$ cat src/rtl/cmd_issuer.sv
// cmd_issuer: serializes one GEMM command per accepted request into 32-bit
// words for the command FIFO. The header word goes out first, followed by the
// payload words LSB-first. The block assigns the command ID, fills the length
// field, zeroes the reserved bits, and drops unsupported opcodes.
module cmd_issuer #(
    parameter int cmd_buf_width_gp = 32,
    parameter int payload_width_p  = 128
) (
    input  logic                        clk_i,
    input  logic                        reset_i,
    input  logic                        req_v_i,
    output logic                        req_ready_o,
    input  logic [7:0]                  req_op_i,
    input  logic [payload_width_p-1:0]  req_payload_i,
    output logic [7:0]                  next_id_o,
    output logic                        word_v_o,
    output logic [cmd_buf_width_gp-1:0] word_o,
    input  logic                        word_ready_i,
    output logic                        err_op_o,
    output logic                        busy_o
);

    typedef enum logic [1:0] {IDLE, HDR, PAY} state_t;

    localparam logic [payload_width_p-1:0] ALL_ONES = '1;

    state_t                       state_q;
    logic [1:0]                   nwords_q;
    logic [1:0]                   idx_q;
    logic [payload_width_p-1:0]   pay_q;

    logic                         op_ok;
    logic [1:0]                   op_nwords;
    int                           keep_bits;
    logic [payload_width_p-1:0]   keep_mask;
    logic                         accept;
    logic                         xfer;

    assign req_ready_o = (state_q == IDLE);
    assign busy_o      = (state_q != IDLE);
    assign accept      = req_v_i & req_ready_o;
    assign xfer        = word_v_o & word_ready_i;

    // Decode the opcode into its word count and the number of meaningful low payload bits
    always_comb begin
        op_ok     = 1'b1;
        op_nwords = 2'd1;
        keep_bits = 8;
        case (req_op_i)
            8'hF0:        begin op_nwords = 2'd2; keep_bits = 49; end
            8'hF1:        begin op_nwords = 2'd2; keep_bits = 36; end
            8'hF2:        begin op_nwords = 2'd3; keep_bits = 87; end
            8'hF3, 8'hF4: begin op_nwords = 2'd1; keep_bits = 8;  end
            default:      begin op_ok = 1'b0; keep_bits = 0; end
        endcase
        keep_mask = ALL_ONES >> (payload_width_p - keep_bits);
    end

    // Command FSM: latch on accept, then emit the header and the payload words with
    // registered word outputs. The payload is shifted down so that the next word is
    // always in the low slice.
    always_ff @(posedge clk_i) begin
        if (reset_i) begin
            state_q   <= IDLE;
            nwords_q  <= 2'd0;
            idx_q     <= 2'd0;
            pay_q     <= '0;
            next_id_o <= 8'd0;
            word_v_o  <= 1'b0;
            word_o    <= '0;
            err_op_o  <= 1'b0;
        end else begin
            err_op_o <= 1'b0;
            case (state_q)
                IDLE: begin
                    if (accept) begin
                        if (op_ok) begin
                            pay_q     <= req_payload_i & keep_mask;
                            nwords_q  <= op_nwords;
                            word_o    <= {8'h00, 4'h0, op_nwords, 2'b00, next_id_o, req_op_i};
                            word_v_o  <= 1'b1;
                            next_id_o <= next_id_o + 8'd1;
                            state_q   <= HDR;
                        end else begin
                            err_op_o <= 1'b1;
                        end
                    end
                end
                HDR: begin
                    if (xfer) begin
                        word_o  <= pay_q[cmd_buf_width_gp-1:0];
                        pay_q   <= pay_q >> cmd_buf_width_gp;
                        idx_q   <= 2'd0;
                        state_q <= PAY;
                    end
                end
                PAY: begin
                    if (xfer) begin
                        if (idx_q == nwords_q - 2'd1) begin
                            word_v_o <= 1'b0;
                            state_q  <= IDLE;
                        end else begin
                            word_o <= pay_q[cmd_buf_width_gp-1:0];
                            pay_q  <= pay_q >> cmd_buf_width_gp;
                            idx_q  <= idx_q + 2'd1;
                        end
                    end
                end
                default: state_q <= IDLE;
            endcase
        end
    end

endmodule

$ cat config.mk
export PLATFORM = sky130hd
export DESIGN_NAME = cmd_issuer
export DESIGN_NICKNAME = d
export VERILOG_FILES = /design/src/rtl/cmd_issuer.sv
export SDC_FILE = /design/constraint.sdc
export NUM_CORES = 1
export LEC_CHECK = 0
export ABC_AREA = 1
export CORE_MARGIN = 1.5
export CORE_UTILIZATION = 25
export DETAILED_ROUTE_END_ITERATION = 16
export PLACE_DENSITY = 0.53
export SLEW_MARGIN = 20
export SYNTH_ARGS = -nofsm -noshare
export SYNTH_HDL_FRONTEND = slang
export SYNTH_SLANG_ARGS = --single-unit
$ cat constraint.sdc
create_clock -name clk_i -period 2.6 [get_ports clk_i]
set_input_delay 0.26 -clock clk_i [delete_from_list [all_inputs] [get_ports clk_i]]
set_output_delay 0.26 -clock clk_i [all_outputs]
set_load 0.005 [all_outputs]
Yosys cells after proc, flatten, opt, wreduce, memory -nomap -nowiden
Cells that the tools add are included.
Widths: inputs -> output; s select.

storage, ports and cells
  flip-flop bits (word level) = 176
  bits in latches = 0
  bits in writable memories = 0
  ROM bits = 0
  input bits = 140
  memories = 0

operators by class
  $add $sub $neg = 4
  multipliers = 0
  div/mod/pow operators = 0
  magnitude comparators = 0
  eq/ne operators = 14
  shift-type cells = 1
  muxes and demuxes = 31
  bitwise logic cells = 5
  reductions and logical operators = 14

operators by type and width
  cell                      number
  $mux 128                  5
  $pmux 128 s3              1
  $mux 32                   5
  $and 128x128->128         1
  $shr 128x32->128 const A  1
  $pmux 32 s3               1
  $eq 8x8->1 const B        5
  $sub 9x32->32 const A     1
  $pmux 7 s4                1
  $mux 2                    8
  $reduce_and 5->1          2
  $add 8x1->8 const B       1
  $ne 2x2->1 const B        4
  $pmux 2 s2                2
  $mux 1                    6
  $pmux 2 s3                1
  $reduce_and 6->1          1
  $reduce_bool 2->1         3
  $reduce_or 5->1           1
  $ne 2x1->1 const B        2
  $reduce_and 4->1          1
  $reduce_or 2->1           2
  $reduce_and 3->1          1
  $reduce_bool 3->1         1
  other kinds (10)          12

Longest topological paths before layout
Gate-level depths: netlist of run 1.

  depth after elaboration = 9
  gate-level depth with buffers = 17
  gate-level depth less buffers = 17

Worst setup path after synthesis of run 1
OpenSTA, ideal clock, no wires.

  path kind = input port to flip-flop
  start = input req_op_i[4]
  end = register pay_q[34]
  setup time = 0.119 ns
  arrival = 1.902 ns
  setup slack = 0.579 ns
  stages = 16
  buffers on the path = 0
  cells stage by stage = nand2_1 nor2_4 nand3_1 nand2_1 inv_1 ha_1 inv_1 ha_1 inv_1 nand2_1 nor2_1 nand3_1 nand2_1 nand2_1 nand2_1 a21oi_1

between the ends
  cells in the longest elaborated chain, start to end = 9

ends and longest elaborated chain
  element               line  source
  start, declared       13    input logic [7:0] req_op_i,
  $eq 8x8->1            49    case (req_op_i)
  $reduce_or 2->1       --
  $pmux 7 s4            49
  $sub 9x32->32         56    keep_mask = ALL_ONES >> (payload_width_p - keep_bits);
  $shr 128x32->128      56
  $and 128x128->128     78    pay_q <= req_payload_i & keep_mask;
  $mux 128              77    if (op_ok) begin
  $mux 128              76    if (accept) begin
  $pmux 128 s3          74    case (state_q)
  end signal, assigned  78
  end signal, assigned  92    pay_q <= pay_q >> cmd_buf_width_gp;
  end signal, assigned  104   pay_q <= pay_q >> cmd_buf_width_gp;
  end, declared         30    logic [payload_width_p-1:0] pay_q;

Several ways; a longest one is shown, not always the timed one. The select of a mux whose other input is x is not followed.
A chain may end at the register's enable or synchronous reset.

Worst setup path in the final report of run 1
Same ends and word-level chain as after synthesis.

==> impl_metrics.toml, run 1 <==
[status]
status = "complete, no violations"

[power_and_ir_drop]
power.share.combinational_pct = 43.2
power_frac_clock_pct = 22.9
p_sw_mw = 4.59
p_int_mw = 6.64
p_sw_share_pct = 40.9
leakage_nw = 4.12
p_seq_share_pct = 33.9
ir_drop_mv = 0.455
power_mw = 11.2
power_density_nw_per_um2 = 1070

[logic_synthesis]
synth.distinct_cells = 38
synthArstFlopShare_pct = 0
syn_inst = 1072
synth-edff-count = 0
synthTopCellsByArea = "dfxtp_1 (45%), a21oi_1 (9.7%), o21ai_0 (8.4%)"
ys_ff_latch = 176
synth_top_area_share_pct = 45.1
avgSynthCellArea_um2 = 7.29
ys_seq_area_share_pct = 45.1
synth_most_common_cell = "dfxtp_1"
ys_top_cells_by_count = "dfxtp_1 (176), nand2_1 (153), a21oi_1 (151)"
synth_top_area_cell = "dfxtp_1"
netlist_area_um2 = 7820
synth.net_count = 1222
yosys_warnings = 0
ys.flop_type = "dfxtp_1"

[floorplanning]
core_area_um2 = 30700
dieArea_um2 = 32300
ios = 184
row_count = 64
fp.dieW_um = 180
die_h_um = 180
initial_core_util_pct = 25.5

[min_path]
hold_depth = 4
min_from = "reset_i"
hp-class = "in -> reg"

[critical_path]
critPathKind = "in -> reg"
required_ns = 2.91
reg2reg_from = "state_q[0]"
worst-path-max-fanout = 6
setup.worst_path.end_class = "register"
startpoint = "req_op_i[4]"
cp.arrival_ns = 2.50
r2r_cells = 9
crit_path_start_kind = "primary input"

[finish]
drive_gt1_share_pct = 7.91
final_area_um2 = 10500
stdcell_count = 1609
regArea_um2 = 3520
multi_input_comb_area_um2 = 3590
n_fill_cell = 3241
nets = 1350
area_delta_synth_final_pct = 34.1
n_antenna_cell = 0

[sta]
hold_viol = 0
fmax_mhz = 457
slew_violations = 0
worst_pin_slew_ns = 0.705
layout_min_cycle_time_ns = 2.19
skew_ns = 0.0149
setup_viol = 0
grt_setup_unrepaired = "false"
finalSetupTns_ns = 0
slew_headroom_pct = 53.0
post-route-period-util_pct = 84.1
fin_hold_ws_ns = 0.390

[cts]
clockRootBuffer = "clkbuf_16"
clk_pin_slew_ns = 0.07
clock_latency_ns = 0.43
cts_sinks = 176
cts_tree = "built"
cts_setup_buffers = 0
hold_buffers = 0
cts_max_level = 4
cts_buffer_depth = 2
cts_resized = 0
cts_made_buffers = 17

[global_routing]
grt_pass1_wl_um = 38700
grt.total_usage_pct = 14.8
grt_max_degree = 97
antenna_found_initial = 3
grt_overflow = 0
grt_pass1_vias = 6977

[route]
drt_first_pass_iters = 4
wl_per_cell_um = 14.9
drc = 0
via_per_inst = 4.61
dr_total_vias = 7424
wirelength_um = 24000
ant_nets = 0
drt_iter0_markers = 510

[place]
post-place-cells = 1577
placed_area_um2 = 9890
place_congestion = 0.852
dp_hpwl_um = 16500
numPortBuffers = 143

[flow_run]
cap_violations = 0
[cells by family after synthesis]
family,synth area share (%)
AND/OR/NAND/NOR,20.9
flip-flops,45.1
buffers and inverters,9.30
multiplexers,0.896
adder cells (fa/ha/maj),1.60
AO/OA/AOI/OAI,22.0
XOR/XNOR,0.224
[path summary, 6_finish.rpt]
path                     end  slack [ns]
hold / removal     pay_q[97]        0.39
hold reg to reg   pay_q[103]        0.44
setup / recovery   pay_q[34]        0.41
setup reg to reg   pay_q[38]        0.47
[state kept, by name (all words and copies together), names as in the netlist]
register	flops
nwords_q	2
word_v_o	1
idx_q	2
state_q	2
word_o	32
next_id_o	8
pay_q	128
err_op_o	1
[critical path, stage by stage]
cell and delay, ns:
clkdlybuf4s50_1 0.51, nand2_1 0.11, nor2_4 0.15, nand3_1 0.11, nand2_1 0.10, inv_1 0.05, ha_1 0.20, inv_1 0.06
ha_1 0.24, inv_1 0.15, nand2_1 0.09, nor2_1 0.15, nand3_1 0.09, nand2_1 0.07, nand2_1 0.05, nand2_1 0.07
a21oi_1 0.05
[final cells by class]
type	instances	area share, %
Sequential cell	176	33.6
Clock buffer	18	4.19
Timing Repair Buffer	188	18.5
Inverter	91	3.26
Multi-Input combinational cell	726	34.2
Tap cell	396	4.73
Clock inverter	14	1.49
[routing by layer]
| layer | track usage (%) | part of all wire (%) | up-vias |
|---|---|---|---|
| li1 | - | - | 3844 |
| met1 | 21.3 | 50 | 3410 |
| met2 | 22.1 | 43 | 147 |
| met3 | 3.61 | 4.9 | 17 |
| met4 | 3.67 | 1.2 | 6 |
| met5 | 0 | 0.17 | - |
[power by group through the flow]
stage	sequential (mW)	combinational [mW]	clock [mW]
final	3.81	4.85	2.57
after global routing	3.90	5.44	2.75
after global placement	3.85	4.84	0
after detailed placement	3.85	4.86	0
after CTS	3.80	4.90	2.65
after floorplan	3.76	3.12	0
[cells in the final DEF, fill, tap and decap left out, types with 2 or more instances in the layout]
master,instances
a21oi_1,151
a22oi_1,4
buf_12,14
buf_4,31
clkbuf_16,17
clkdlybuf4s50_1,142
clkinv_8,3
dfxtp_1,176
ha_1,9
inv_1,87
inv_2,3
inv_6,4
inv_8,5
mux2i_1,7
nand2_1,153
nand2_2,4
nand2_4,2
nand3_1,91
nand4_1,2
nor2_1,93
nor2_4,2
nor3_1,26
nor4_1,2
o211ai_1,13
o211ai_2,2
o21ai_0,132
o21ai_1,21
[through the flow]
stage	worst slack, ns	util, %
CTS	0.420	34.2
detailed placement	-0.00493	32.2
finish	0.412	34.2
global placement	-0.00717	32.2
floorplan	0.579	-
global route	0.174	34.2
(Power assumes the default switching activity.)
==> run 2: changes to the inputs <==
==> constraint.sdc (replaced) <==
create_clock -name clk_i -period 2.3 [get_ports clk_i]
set_input_delay 0.23 -clock clk_i [delete_from_list [all_inputs] [get_ports clk_i]]
set_output_delay 0.23 -clock clk_i [all_outputs]
set_load 0.005 [all_outputs]
==> impl_metrics.toml, run 2 (same netlist as run 1, synthesis figures left out) <==
[status]
status = "complete, no violations"

[cts]
cts_tree = "built"
cts_buffer_depth = 2
clockRootBuffer = "clkbuf_16"
cts_made_buffers = 17
clock_latency_ns = 0.44
cts_max_level = 4
cts_sinks = 176
clk_pin_slew_ns = 0.08

[min_path]
hp-class = "in -> reg"
min_from = "reset_i"

[critical_path]
slowest_stage = "clkdlybuf4s50_1"
worst-path-max-fanout = 6
cp.arrival_ns = 2.43
reg2reg_from = "state_q[0]"
required_ns = 2.66
crit_path_start_kind = "primary input"
crit_path_cell_trace = "clkdlybuf4s50_1 > inv_1 > nand2_1 > nor2_2 > nand2_1 > nand2_1 > inv_1 > ha_1 > inv_1 > ha_1 > inv_2 > o21ai_0 > nand3_1 > nand2_1 > nand2_1 > a21oi_1"
startpoint = "req_op_i[3]"
slowest_delay_ns = 0.54
setup.worst_path.end_class = "register"
critPathKind = "in -> reg"
cp_common_cell = "nand2_1"

[power_and_ir_drop]
power_mw = 12.8
ir_drop_mv = 0.739
leakage_nw = 4.23
power_density_nw_per_um2 = 1200

[route]
via_per_inst = 4.63
wl_per_cell_um = 14.9
ant_nets = 0
wirelength_um = 24300
drt_first_pass_iters = 5
drt_iter0_markers = 588
drc = 0
dr_total_vias = 7570

[sta]
worst_pin_slew_ns = 0.724
fmax_mhz = 484
skew_ns = 0.0109
layout_min_cycle_time_ns = 2.07
post-route-period-util_pct = 89.8
setup_ws_ns = 0.234
hold_viol = 0
setup_viol = 0
slew_headroom_pct = 51.7
slew_violations = 0

[floorplanning]
initial_core_util_pct = 25.5
die_h_um = 180
row_count = 64
core_area_um2 = 30700
dieArea_um2 = 32300
ios = 184
fp.dieW_um = 180

[finish]
largest-register = "pay_q"
layout_common_cells = "dfxtp_1 (176), nand2_1 (153), a21oi_1 (151)"
reg_top3 = "pay_q: 128 flops, word_o: 32 flops, next_id_o: 8 flops"
nets = 1375
n_antenna_cell = 0
largest_reg_flops = 128
area_delta_synth_final_pct = 36.5
drive_gt1_share_pct = 10.0
final_common_cell = "dfxtp_1"

[global_routing]
grt_pass1_vias = 7037
grt_pass1_wl_um = 38600
antenna_found_initial = 0
grt_overflow = 0
grt_max_degree = 95
grt.total_usage_pct = 14.9

[place]
preCtsSetupSlack_ns = -0.269
numPortBuffers = 143
dp_hpwl_um = 17000
place_congestion = 0.851

[flow_run]
cap_violations = 0
==> run 2: changes by cell type in the layout (fill, tap and decap cells not counted), moves of 2 or more <==
cell	change
clkinv_8	-2
buf_4	+23
inv_8	-2
inv_6	+3
nor2_2	+2
buf_12	+2
nor2_1	-2
==> run 2: per-stage QoR <==
step | instance area [um^2] | util, % | hold slack [ns] | TNS (ns) | std cells
6_report | 10700 | 34.8 | 0.194 | 0 | 1634
5_1_grt | 10700 | 34.8 | 0.202 | -0.000135 | 1634
4_1_cts | 10700 | 34.8 | 0.177 | 0 | 1634
3_5_place_dp | 10100 | 32.9 | 0.428 | -5.66 | 1602
3_3_place_gp | 10100 | 32.9 | 0.425 | -3.92 | 1602
2_1_floorplan | 7820 | - | 0.377 | 0 | 1072
==> run 2: cell type report <==
| cell class | count | area, um^2 |
|---|---|---|
| clock buffer | 17 | 425 |
| clock inverter | 15 | 141 |
| fill | 3241 | 20000 |
| inverter | 91 | 342 |
| multi-input combinational | 726 | 3590 |
| sequential | 176 | 3520 |
| tap | 396 | 495 |
| timing repair buffer | 213 | 2150 |
==> run 2: final timing paths <==
| path | to | slack, ns | depth (start not counted) |
|---|---|---|---|
| worst max-delay path | pay_q[54] | 0.23 | 16 |
| worst min-delay path | pay_q[64] | 0.19 | 4 |
| worst max register to register | word_o[17] | 0.29 | 9 |
| worst min register to register | pay_q[104] | 0.44 | 2 |
==> run 2: critical path: cells and delay by family <==
family / cells / cell delay, ns
buffers and inverters: 5 / 0.79
and+or+nand+nor: 7 / 0.54
adders and majority gates: 2 / 0.46
AOI/OAI and AO/OA: 2 / 0.39
==> run 2: repair_timing <==
| action | in CTS | in global routing |
|---|---|---|
| setup endpoints to repair | 0 | 4 |
| hold buffers | 0 | 0 |
| gates resized for setup | 0 | 3 |
| buffers inserted | 0 | 0 |
==> run 2: per-layer routing <==
layer	up-vias	share of wire, %	global-route usage (%)	wire [um]
li1	3891	-	-	-
met1	3485	51	21.3	12400
met2	172	43	22.3	10500
met3	22	4.3	3.24	1040
met4	0	1.5	4.47	377
met5	-	0	0	0
==> run 2: power breakdown <==
part	switching (mW)	leakage, nW	total [mW]	internal, mW
Sequential	0.422	1.43	4.31	3.89
Clock	1.37	0.279	2.81	1.44
Combinational	3.41	2.52	5.66	2.24
==> run 3: changes to the inputs <==
--- a/config.mk
+++ b/config.mk
@@ -10,7 +10,6 @@
 export CORE_UTILIZATION = 25
 export DETAILED_ROUTE_END_ITERATION = 16
 export PLACE_DENSITY = 0.53
-export SLEW_MARGIN = 20
 export SYNTH_ARGS = -nofsm -noshare
 export SYNTH_HDL_FRONTEND = slang
 export SYNTH_SLANG_ARGS = --single-unit
==> results of run 3 <==
No change in the layout: final DEF, timing and power equal those of run 2.
==> patch (flow settings as in run 3) <==
Register the output `err_op_o` once more, with the module's reset; this adds one clock of latency there. The other outputs are not delayed to match.
--- a/src/rtl/cmd_issuer.sv
+++ b/src/rtl/cmd_issuer.sv
@@ -25,2 +25,4 @@
     localparam logic [payload_width_p-1:0] ALL_ONES = '1;
+
+    logic err_op_s0;
 
@@ -70,5 +72,5 @@
             word_o    <= '0;
-            err_op_o  <= 1'b0;
+            err_op_s0 <= 1'b0;
         end else begin
-            err_op_o <= 1'b0;
+            err_op_s0 <= 1'b0;
             case (state_q)
@@ -84,3 +86,3 @@
                         end else begin
-                            err_op_o <= 1'b1;
+                            err_op_s0 <= 1'b1;
                         end
@@ -113,2 +115,10 @@
 
+    always_ff @(posedge clk_i) begin
+        if (reset_i) begin
+            err_op_o <= '0;
+        end else begin
+            err_op_o <= err_op_s0;
+        end
+    end
+
 endmodule
Function: not settled (the Yosys comparison gave no result); the edit may change what the design does.
==> patch against run 3 <==
  * Routed wire length grew 1.2%
  * Sequential cell count grew 1
  * Synthesized area grew 2.7%
  * Count of clock-buffer cells in the layout is the same
  * Clock skew grew 0.0025 ns
  * Worst hold slack gained 0.0054 ns
  * Sequential power grew 1%
  * Total power is essentially flat
  * Cell area grew 0.49%
  * Core utilization shrank 0.81 points
  * Sequential share of layout area is essentially flat
  * Setup slack lost 0.056 ns
  * Critical endpoint is now pay_q[49]$_SDFFE_PP0P_
  * Highest routed layer is now met5
==> patch: results (changes against run 3) <==
total wire length=24.6 mm (+1.2%); Post-synth ARST share=0% (unchanged); Static Leakage=4.13 nW (-2.5%); nets=1,366 (-0.65%); largest registers=pay_q x128, word_o x32, next_id_o x8; largest net degree at the start of global routing=95 (unchanged); status=finished clean; ranking of synthesized cells by area=dfxtp_1 44%, a21oi_1 8.8%, o21ai_0 8.7%, nand2_1 6.7%, nand3_1 5.5%; drt first pass iters=4 (-1); mux cell area share after synthesis=0.624% (-0.27 points); final setup skew=0.0134 ns (+0.00250 ns); Synth Area in Adders=1.56% (-0.041 points); Main synth FF type=dfxtp_1; Clock Pin Slew Worst Setup and Hold Paths=0.07 ns; synth cell count leaders=177 x dfxtp_1, 144 x nand2_1, 141 x a21oi_1; Top Layer Used=met5; number of global-route vias before repair=7,090 (+0.75%); root buf cell=clkbuf_16; clock latency at the later pin of the worst-skew pair=0.43 ns; Max VDD drop=0.900 mV (+22%); Setup crit start=req_op_i[7]; M3 GR Usage=3.55% (+0.31 points); # H-tree levels=4 (unchanged); fillers=3,358 (+3.6%); DP HPWL=17.0 mm (about the same); gpl congestion=0.819 (-3.8%); reg2reg setup slack=0.23 ns (-0.06 ns); Reg-to-Reg Start=state_q[0]$_SDFFE_PP0P_; max_slew headroom=47.9% (-3.8 points); share of layout cells above drive strength 1=10.8% (+0.81 points); Seq/Total Area, Yosys=44.1% (-0.92 points); metal2 WL=10.9 mm (+4.1%); r2r worst-path depth=9 (unchanged); IO Port Bufs=143 (unchanged); Synth cell types=41 (+7.9%); first-pass GRT wire length=38.5 mm (-0.23%); post-synthesis compound-gate area fraction=22.2% (+0.13 points); Worst Setup EP=pay_q[49]$_SDFFE_PP0P_; GRT Total Usage=14.6% (-0.27 points); met1 wire length=12.3 mm (-0.81%); met3 wire len=1.13 mm (+8.9%); Via density=4.62 (-0.32%); Iter 0 DRT Violations=522 (-11%); Crit Path Max Fanout=5 (-1); Synth Area in XOR/XNOR=0.218% (-0.0058 points); initial antenna violation count=6 (+6); Synth Net Count=1,226 (+0.33%); M2 GR Usage=23.3% (+1.0 points); Initial Util=25.4% (-0.057 points); CTS buffer count=17 (unchanged); Crit Reg-Reg Endpoint=pay_q[87]$_SDFFE_PP0P_; grt met1 use=20.0% (-1.3 points); hold crit path type=in -> reg
==> patch: cell types whose count changed in the layout (fill, tap and decap cells not counted), sizes merged, moves of 3 or more <==
cell,delta
inv,-6
nand3,+9
buf,-14
o21ai,+3
nand2,-10
clkinv,+5
nor2,+3
==> patch: area by class of cell <==
| type | count | area [um^2] | area share [%] |
|---|---|---|---|
| antenna | 2 | 5.00 | 0.0467 |
| clock buffer | 17 | 425 | 3.97 |
| clock inverter | 15 | 189 | 1.76 |
| inverter | 91 | 342 | 3.19 |
| multi-input combinational | 730 | 3730 | 34.8 |
| sequential | 177 | 3540 | 33.0 |
| tap | 402 | 503 | 4.69 |
| timing repair buffer | 199 | 1980 | 18.5 |
==> patch: worst min-delay path by stage <==
stage | end | depth (start not counted) | slack (ns)
2_1_floorplan | pay_q[10]$_SDFFE_PP0P_ | 2 | 0.38
3_3_place_gp | err_op_o$_SDFF_PP0_ | 2 | 0.40
3_5_place_dp | err_op_o$_SDFF_PP0_ | 2 | 0.40
4_1_cts | word_o[7]$_SDFFE_PP0P_ | 4 | 0.19
5_1_grt | word_o[0]$_SDFFE_PP0P_ | 4 | 0.24
6_report | word_o[7]$_SDFFE_PP0P_ | 4 | 0.20
==> patch: cell families (layout without fill, tap and decap cells) <==
family | after synthesis | in the layout
buffers and inverters | 169 | 322
AO/OA/AOI/OAI | 331 | 331
AND/OR/NAND/NOR | 382 | 382
flip-flops | 177 | 177
other | 0 | 2
multiplexers | 5 | 5
adder cells (fa/ha/maj) | 10 | 10
XOR/XNOR | 2 | 2
==> patch: critical path: stages <==
cell             delay (ns)
clkdlybuf4s50_1        0.48
nand2_1                0.09
nor2_4                 0.18
nand3_1                0.14
nand2_2                0.10
inv_1                  0.04
ha_1                   0.20
inv_1                  0.06
ha_1                   0.23
buf_4                  0.14
nor2_1                 0.16
nand2_1                0.11
nand3_1                0.09
nand2_1                0.06
nand2_1                0.06
a21oi_1                0.05
==> patch: power by group <==
group          switching (W)  total, W  internal [W]  leakage [nW]
Sequential          0.000451   0.00436       0.00391          1.44
Combinational        0.00345   0.00541       0.00197          2.39
Clock                0.00143   0.00300       0.00157         0.296
==> patch: stage by stage <==
stage,setup slack [ns],cells,instance area [um^2],hold WS [ns]
after floorplan,0.331,1076,8030,0.377
after global placement,-0.286,1598,10100,0.396
after CTS,0.0900,1630,10700,0.187
final,0.178,1633,10700,0.200
after global routing,0.0100,1631,10700,0.243
after detailed placement,-0.342,1598,10100,0.404
==> patch: repair_timing <==
item / 4_1_cts / 5_1_grt
setup endpoints to repair: 0 / 8
resized for setup: 0 / 3
setup buffers: 0 / 1
